$ cat config.mk
export PLATFORM = sky130hd
export DESIGN_NAME = digit_scan_ctrl
export DESIGN_NICKNAME = d
export VERILOG_FILES = /design/src/rtl/scan_pkg.sv /design/src/rtl/scan_prescaler.sv /design/src/rtl/digit_scan_ctrl.sv
export SDC_FILE = /design/constraint.sdc
export NUM_CORES = 1
export LEC_CHECK = 0
export BUFFER_PORTS_ARGS = -buffer_cell sky130_fd_sc_hd__buf_2
export CAP_MARGIN = 20
export CORE_ASPECT_RATIO = 1.25
export CORE_MARGIN = 1
export CORE_UTILIZATION = 63
export CTS_CLUSTER_SIZE = 24
export DETAILED_ROUTE_END_ITERATION = 8
export GPL_ROUTABILITY_DRIVEN = 0
export PLACE_DENSITY = 0.89
export SLEW_MARGIN = 15
export SYNTH_ARGS = -nofsm -noshare
export SYNTH_HDL_FRONTEND = slang
export SYNTH_SLANG_ARGS = --single-unit
$ cat constraint.sdc
create_clock -name clk -period 6.2 [get_ports clk]
set_input_delay 0.31 -clock clk [delete_from_list [all_inputs] [get_ports clk]]
set_output_delay 0.31 -clock clk [all_outputs]
set_load 0.005 [all_outputs]
$ cat src/rtl/scan_pkg.sv
// Shared definitions for the multiplexed digit scan controller:
// FSM state encoding, default phase lengths and a width helper.
package scan_pkg;

   typedef enum logic [1:0] {
      ST_IDLE  = 2'b00,
      ST_SHOW  = 2'b01,
      ST_BLANK = 2'b10
   } scan_state_t;

   localparam int DIV_DEFAULT   = 12000;
   localparam int BLANK_DEFAULT = 64;

   function automatic int max_int(input int a, input int b);
      return (a > b) ? a : b;
   endfunction

endpackage

$ cat src/rtl/scan_prescaler.sv
// Phase counter shared by the SHOW and BLANK phases: synchronous clear,
// free count otherwise, terminal-count flag against a supplied terminal value.
module scan_prescaler #(
   parameter int W = 14
) (
   input  logic         clk,
   input  logic         rst,
   input  logic         clr,
   input  logic [W-1:0] term,
   output logic         tc
);

   logic [W-1:0] count;

   // NOTE: sequential state is assigned with <= so every register samples pre-edge values.
   always_ff @(posedge clk or posedge rst) begin
      if (rst) begin
         count <= '0;
      end else if (clr) begin
         count <= '0;
      end else begin
         count <= count + W'(1);
      end
   end

   assign tc = (count == term);

endmodule

$ cat src/rtl/digit_scan_ctrl.sv
// Four-digit multiplexed display scanner: SHOW/BLANK timing per digit,
// per-digit masking and tear-free (frame-aligned) digit updates.
module digit_scan_ctrl
   import scan_pkg::*;
#(
   parameter int DIV   = DIV_DEFAULT,
   parameter int BLANK = BLANK_DEFAULT
) (
   input  logic        clk,
   input  logic        rst,
   input  logic        run,
   input  logic        load,
   input  logic [15:0] digits_in,
   input  logic [3:0]  digit_mask,
   output logic        a0,
   output logic        a1,
   output logic        en,
   output logic [3:0]  nibble,
   output logic        frame_tick
);

   localparam int            PW         = $clog2(max_int(DIV, BLANK));
   localparam logic [PW-1:0] SHOW_TERM  = PW'(DIV - 1);
   localparam logic [PW-1:0] BLANK_TERM = PW'(BLANK - 1);

   scan_state_t   state, state_nxt;
   logic [1:0]    idx, idx_nxt;
   logic [15:0]   shadow, shadow_nxt;
   logic [15:0]   active, active_nxt;
   logic          pending, pending_nxt;
   logic          phase_tc, phase_clr, frame_bnd;
   logic [PW-1:0] phase_term;

   assign phase_term = (state == ST_SHOW) ? SHOW_TERM : BLANK_TERM;

   scan_prescaler #(.W(PW)) u_prescaler (
      .clk  (clk),
      .rst  (rst),
      .clr  (phase_clr),
      .term (phase_term),
      .tc   (phase_tc)
   );

   // NOTE: every signal driven here gets a default first, so no path can infer a latch.
   always_comb begin
      state_nxt = state;
      idx_nxt   = idx;
      if (!run) begin
         state_nxt = ST_IDLE;
         idx_nxt   = 2'd0;
      end else begin
         unique case (state)
            ST_IDLE: begin
               state_nxt = ST_SHOW;
               idx_nxt   = 2'd0;
            end
            ST_SHOW: begin
               if (phase_tc) state_nxt = ST_BLANK;
            end
            ST_BLANK: begin
               if (phase_tc) begin
                  state_nxt = ST_SHOW;
                  idx_nxt   = idx + 2'd1;
               end
            end
            default: begin
               state_nxt = ST_IDLE;
               idx_nxt   = 2'd0;
            end
         endcase
      end
      // Prescaler restarts on every phase change and stays parked while idle.
      phase_clr = (state_nxt != state) || (state_nxt == ST_IDLE);
      frame_bnd = run && (state == ST_BLANK) && (idx == 2'd3) && phase_tc;
   end

   // Digit data path: new values wait in shadow until a frame boundary or idle.
   always_comb begin
      shadow_nxt  = shadow;
      active_nxt  = active;
      pending_nxt = pending;
      if (frame_bnd) begin
         if (load) begin
            active_nxt  = digits_in;
            pending_nxt = 1'b0;
         end else if (pending) begin
            active_nxt  = shadow;
            pending_nxt = 1'b0;
         end
      end else begin
         if (state == ST_IDLE && pending) begin
            active_nxt  = shadow;
            pending_nxt = 1'b0;
         end
         if (load) begin
            shadow_nxt  = digits_in;
            pending_nxt = 1'b1;
         end
      end
   end

   // Outputs are registered from the next-state values so they line up with the state.
   always_ff @(posedge clk or posedge rst) begin
      if (rst) begin
         state      <= ST_IDLE;
         idx        <= 2'd0;
         shadow     <= '0;
         active     <= '0;
         pending    <= 1'b0;
         a0         <= 1'b0;
         a1         <= 1'b0;
         en         <= 1'b0;
         nibble     <= 4'd0;
         frame_tick <= 1'b0;
      end else begin
         state      <= state_nxt;
         idx        <= idx_nxt;
         shadow     <= shadow_nxt;
         active     <= active_nxt;
         pending    <= pending_nxt;
         a0         <= idx_nxt[0];
         a1         <= idx_nxt[1];
         en         <= (state_nxt == ST_SHOW) && !digit_mask[idx_nxt];
         nibble     <= active_nxt[{idx_nxt, 2'b00} +: 4];
         frame_tick <= frame_bnd;
      end
   end

endmodule

# Yosys cells after proc, flatten, opt, wreduce, memory -nomap -nowiden

Cells that the tools add are included.
W data, S select, Z words.

Bits in registers: 59
Bits in latches: 0
RAM bits: 0
ROM bits: 0
Input port bits: 24
Output and inout port bits: 8
Logic and storage cells: 51
Memories: 0

Add/sub/neg operators: 2
$mul: 0
Divide/modulo/power cells: 0
Magnitude comparators: 1
Equality and inequality tests: 6
Shift-type cells: 1
Muxes and demuxes: 18
Bitwise logic cells: 1
Reductions and logical operators: 11

Operators by type and width:

| kind                    | number |
|---|---|
| $mux W16                | 4 |
| $mux W14                | 2 |
| $shiftx A16 B5 Y4       | 1 |
| $add A14 B1 Y14 const B | 1 |
| $eq A14 B14 Y1          | 1 |
| $mux W2                 | 5 |
| $pmux W2 S3             | 1 |
| $logic_and A1 B1 Y1     | 5 |
| $eq A2 B1 Y1 const B    | 2 |
| $eq A2 B2 Y1 const B    | 2 |
| $logic_not A2 Y1        | 2 |
| $mux W1                 | 4 |
| $pmux W2 S2             | 1 |
| $lt A2 B3 Y1 const B    | 1 |
| $reduce_bool A3 Y1      | 1 |
| $add A2 B1 Y2 const B   | 1 |
| $bmux W1 S2             | 1 |
| $ne A2 B2 Y1            | 1 |
| $reduce_and A2 Y1       | 1 |
| $logic_not A1 Y1        | 1 |
| $logic_or A1 B1 Y1      | 1 |
| $not A1 Y1              | 1 |

# Logic depth before layout (Yosys ltp)

Word-level depth: 10
Depth in mapped cells: 10
Gate-level depth less buffers: 8

# By module

Synthesis repeated with hierarchy kept, for this count alone.

Cell total of the unflattened synthesis: 291
Area total of the unflattened synthesis: 3,284.4 µm²

By module, submodules not included:

| module          | instances | cells an instance | area an instance (µm²) | sequential area each (µm²) |
|---|---|---|---|---|
| digit_scan_ctrl | 1         | 205               | 2,458.6                | 1,076.0 |
| scan_prescaler  | 1         | 86                | 825.8                  | 350.3 |

# Least setup slack after synthesis

Ideal clock, no wire load.

Path kind: register to register
Start: reg state[1]
End: reg shadow[0]
Library setup time: 127 ps
Data arrival time: 2,001 ps
Data required time: 6,073 ps
Setup slack: 4,072 ps
Stages on the path, launching flop included: 9
Buffers on the path: 1
Period minus slack after synthesis: 2,128 ps
Path through: dfrtp_1 > inv_1 > ha_1 > nor4b_2 > a41o_1 > nand2_2 > o21ai_4 > buf_6 > mux2_1

Cells in the longest elaborated chain, start to end: 6
Elaborated cells on any way between the ends: 9
Classes of those cells: eq/ne: 3; mux: 1; bitwise: 1; reduce/logical: 4

Ends and longest elaborated chain:

| what                                                  | RTL line                                     | RTL |
|---|---|---|
| start, declared                                       | digit_scan_ctrl.sv:26                        | `scan_state_t state, state_nxt;` |
| start signal, assigned                                | digit_scan_ctrl.sv:116                       | `state <= state_nxt;` |
| $eq A2 B1 Y1 or $eq A2 B2 Y1 (tied branches)          | digit_scan_ctrl.sv:34, digit_scan_ctrl.sv:74 |  |
| $mux W14 or $logic_and A1 B1 Y1 (tied branches)       | digit_scan_ctrl.sv:34, digit_scan_ctrl.sv:74 |  |
| $eq A14 B14 Y1 or $logic_and A1 B1 Y1 (tied branches) | scan_prescaler.sv:26, digit_scan_ctrl.sv:74  |  |
| $logic_and A1 B1 Y1 *                                 | digit_scan_ctrl.sv:74                        | `frame_bnd = run && (state == ST_BLANK) && (idx == 2'd3) && phase_tc;` |
| $not A1 Y1 (no source line) *                         | n/a                                          |  |
| $reduce_and A2 Y1 (no source line) *                  | n/a                                          |  |
| end signal, assigned                                  | digit_scan_ctrl.sv:118                       | `shadow <= shadow_nxt;` |
| end, declared                                         | digit_scan_ctrl.sv:28                        | `logic [15:0] shadow, shadow_nxt;` |

Every way passes the cells marked *; elsewhere a longest branch is shown, timed or not.
A chain may end at the register's enable or synchronous reset.

# Worst setup path after layout

Start: reg state[1]
End: reg en

Cells in the longest elaborated chain, start to end: 10
Elaborated cells on any way between the ends: 17
Classes of those cells: eq/ne: 4; mux: 10; reduce/logical: 3

Ends and longest elaborated chain:

| what                          | RTL line                                     | RTL |
|---|---|---|
| $eq A2 B1 Y1                  | digit_scan_ctrl.sv:34, digit_scan_ctrl.sv:52 |  |
| $mux W14                      | digit_scan_ctrl.sv:34                        | `assign phase_term = (state == ST_SHOW) ? SHOW_TERM : BLANK_TERM;` |
| $eq A14 B14 Y1                | scan_prescaler.sv:26                         | `assign tc = (count == term);` |
| $mux W2                       | digit_scan_ctrl.sv:61                        | `if (phase_tc) begin` |
| $pmux W2 S2                   | digit_scan_ctrl.sv:52                        | `unique case (state)` |
| $mux W2                       | digit_scan_ctrl.sv:48                        | `if (!run) begin` |
| $bmux W1 S2                   | digit_scan_ctrl.sv:123                       | `en <= (state_nxt == ST_SHOW) && !digit_mask[idx_nxt];` |
| $mux W1 (implied by the code) | digit_scan_ctrl.sv:123                       |  |
| $logic_not A1 Y1              | digit_scan_ctrl.sv:123                       |  |
| $logic_and A1 B1 Y1 *         | digit_scan_ctrl.sv:123                       |  |
| end signal, assigned          | digit_scan_ctrl.sv:123                       |  |
| end, declared                 | digit_scan_ctrl.sv:17                        | `output logic en,` |

Every way passes the cells marked *; elsewhere a longest branch is shown, timed or not. The select of a mux whose other input is x is not followed.

==> run metrics <==
Mapped Area 3110 um2; status finished, final reports clean; Tightest Pin Transition 1050 ps; CTS sink cnt 57; Die X 64.9 um; Nets 341; reg2reg setup slack 3390 ps; Post-CTS Resized 0; critical path launch point type flop; gr ovfl total 0; Max Cap Viol 0; Design Area, Final 3450 um2; Final Hold Viols 0; Final Cycle Share 0.453; Final ANT Viol Nets 0; min Tclk post-route 2810 ps; DRC 0; Req. time, crit path 6450 ps; Setup CP Type flop to flop; clock transition at the registers of the reported paths 60 ps; final setup violation count 0; Synth Instances 280; register area share after synthesis 0.458; reg2reg start state[1]$_DFF_PP0_; reg2reg end en$_DFF_PP0_; library cells used by synthesis 46; Area Overhead vs Synth 10.9%; min-delay worst type input pin to async pin; Peak Freq 0.356 GHz; PD cells 252 nW/um2; Most used DFF post-synth dfrtp_1; Post-Synthesis Mean Instance Area 11.1 um2; Die ar. 5230 um2; cell family with most CP delay compound AO/OA/AOI/OAI gates; Post-DP Area 3270 um2; reg2reg path depth 8; ant diodes 0; height of the die 80.6 um; Via density 5.87; port bufs 31; critical path endpoint category flop; Crit. path cell count 8; async set or reset register ratio after synthesis 1.00; global-route wire length before repair 10600 um; Synth Register Bits 57; layout cells sized above 1 0.199; detailed router's first-iteration violation count 220; CP max FO 11; DR vias 2208; Slowest-stage cell, CP o21ai_2; largest net degree at the start of global routing 58; Clock Latency Late Sink 340 ps; clk root buf clkbuf_8; number of flops mapped to enable cells by yosys 0; Setup WS post-layout 3390 ps; DP Wirelength 4250 um; Leak 0.00171 uW; cts bufs inserted 9; vias in the first global route 2294; RSZ-0062 raised after global routing false; Placeable Area 4730 um2; DR pass1 iterations 5; CTS tree built; initial core utilization 0.658; Worst Skew 6.35 ps; synth warn 0; H-tree depth 3; initial antenna violation count 0; WP buf/inv 1; syn nets 310; Place WS 3310 ps; Worst slew margin 0.301; total track usage 0.278; Final Slew Violations 0; cell row count 28; cells along the critical path inv_1, ha_1, nor4b_2, a41o_1, a21boi_1, o21ai_2, mux2_4, a211oi_2; VDD IR max 0.000173 V; Post-Route Setup TNS 0 ps; post-CTS setup buffers 0; Max Root-Sink Buffers 2; Post-Route WL 6570 um; Post-CTS Hold Buffers 0; detailed-route wire length per cell 17.5 um; CP max stage delay 680 ps; IO Pins 32; Worst Path Arrival 3060 ps
==> cells in the mapped netlist, drive strengths merged (2+ instances only) <==
| cell | instances | area [um2] |
|---|---|---|
| clkbuf | 5 | 18.8 |
| o211a | 2 | 20.0 |
| xor2 | 8 | 70.1 |
| and2 | 2 | 12.5 |
| inv | 9 | 33.8 |
| nand2 | 9 | 38.8 |
| nand3 | 8 | 40.0 |
| buf | 8 | 73.8 |
| o21ai | 7 | 50.1 |
| mux2i | 60 | 601 |
| ha | 6 | 75.1 |
| dfrtp | 57 | 1430 |
| nor2b | 2 | 12.5 |
| nor3 | 2 | 15.0 |
| xnor2 | 2 | 17.5 |
| or3 | 2 | 12.5 |
| nor4b | 2 | 23.8 |
| nor2 | 36 | 135 |
| mux2 | 17 | 195 |
| and3 | 3 | 23.8 |
| a21oi | 20 | 100 |
==> routing by layer <==
metal | GRT usage | part of all wire | up-vias
li1 | - | - | 1056
met4 | 0.144 | 0.016 | 0
met2 | 0.495 | 0.54 | 35
met3 | 0.0554 | 0.027 | 9
met5 | 0 | 0 | -
met1 | 0.310 | 0.42 | 1108
==> area by class of cell <==
type,count,area (um2)
Sequential cell,57,1430
Multi-Input combinational cell,201,1570
Inverter,9,33.8
Clock buffer,13,159
Clock inverter,3,15.0
Timing Repair Buffer,33,178
Fill cell,342,1270
Tap cell,60,75.1
==> stage by stage <==
step / total power, uW / instances / hold slack, ps / utilization
floorplan: 526 / 280 / 432 / -
global placement: 557 / 359 / 476 / 0.690
detailed placement: 567 / 359 / 483 / 0.690
CTS: 878 / 375 / 183 / 0.727
global route: 910 / 376 / 193 / 0.730
finish: 871 / 376 / 168 / 0.730
==> cells in the final DEF, fill, tap and decap left out, drive strengths merged <==
cell type / Yosys / final
nor2: 36 / 36
or4: 1 / 1
a211oi: 1 / 1
xor2: 8 / 8
or3: 2 / 2
and3: 3 / 3
xnor2: 2 / 2
o211a: 2 / 2
a221oi: 1 / 1
nor3: 2 / 2
nand3: 8 / 8
a21oi: 20 / 20
dfrtp: 57 / 57
and4: 1 / 1
clkbuf: 5 / 13
mux2: 17 / 17
a41o: 1 / 1
a31o: 1 / 1
o21ai: 7 / 7
o211ai: 1 / 1
nor2b: 2 / 2
and2: 2 / 2
mux2i: 60 / 60
nand2: 9 / 9
a21boi: 1 / 1
a41oi: 1 / 1
ha: 6 / 6
nand2b: 1 / 1
buf: 8 / 33
nor4b: 2 / 2
inv: 9 / 9
nand4: 1 / 1
nor4: 1 / 1
clkinv: 0 / 3
o21a: 1 / 1
==> worst max path at each step <==
stage	from	to	slack (ps)
after floorplan	state[1]$_DFF_PP0_	shadow[0]$_DFFE_PP0P_	4070
after global placement	state[1]$_DFF_PP0_	nibble[1]$_DFF_PP0_	3390
after detailed placement	state[1]$_DFF_PP0_	nibble[1]$_DFF_PP0_	3310
after CTS	state[1]$_DFF_PP0_	nibble[1]$_DFF_PP0_	3280
after global routing	state[1]$_DFF_PP0_	en$_DFF_PP0_	3260
final	state[1]$_DFF_PP0_	en$_DFF_PP0_	3390
==> sequential cells by signal, summed over array words and instances, names as in the netlist <==
register and count:
en 1, idx 1, a1 1, pending 1, nibble 4, state 2
active 16, frame_tick 1, shadow 16, u_prescaler.count 14
==> power breakdown <==
| group | switching, uW | internal, uW | leakage (uW) |
|---|---|---|---|
| combinational | 67.0 | 57.7 | 0.000911 |
| sequential | 27.8 | 410 | 0.000706 |
| clock | 143 | 165 | 0.0000932 |
==> kinds of logic (layout without fill, tap and decap cells) <==
group | count (synthesis) | in the layout | share of synthesized area
DFF | 57 | 57 | 0.458
adders and majority gates | 6 | 6 | 0.0241
AOI/OAI and AO/OA | 37 | 37 | 0.0796
buffers and inverters | 22 | 58 | 0.0406
and+or+nand+nor | 71 | 71 | 0.114
muxes | 77 | 77 | 0.256
xor gates and xnor gates | 10 | 10 | 0.0281
==> worst reg2reg max path, cell delays in order, from the launching register on <==
cell and delay (ps):
dfrtp_1 400, inv_1 90, ha_1 270, nor4b_2 360, a41o_1 220, a21boi_1 140
o21ai_2 680, mux2_4 360, a211oi_2 210
Note: power is estimated with default switching activity, not from simulation.
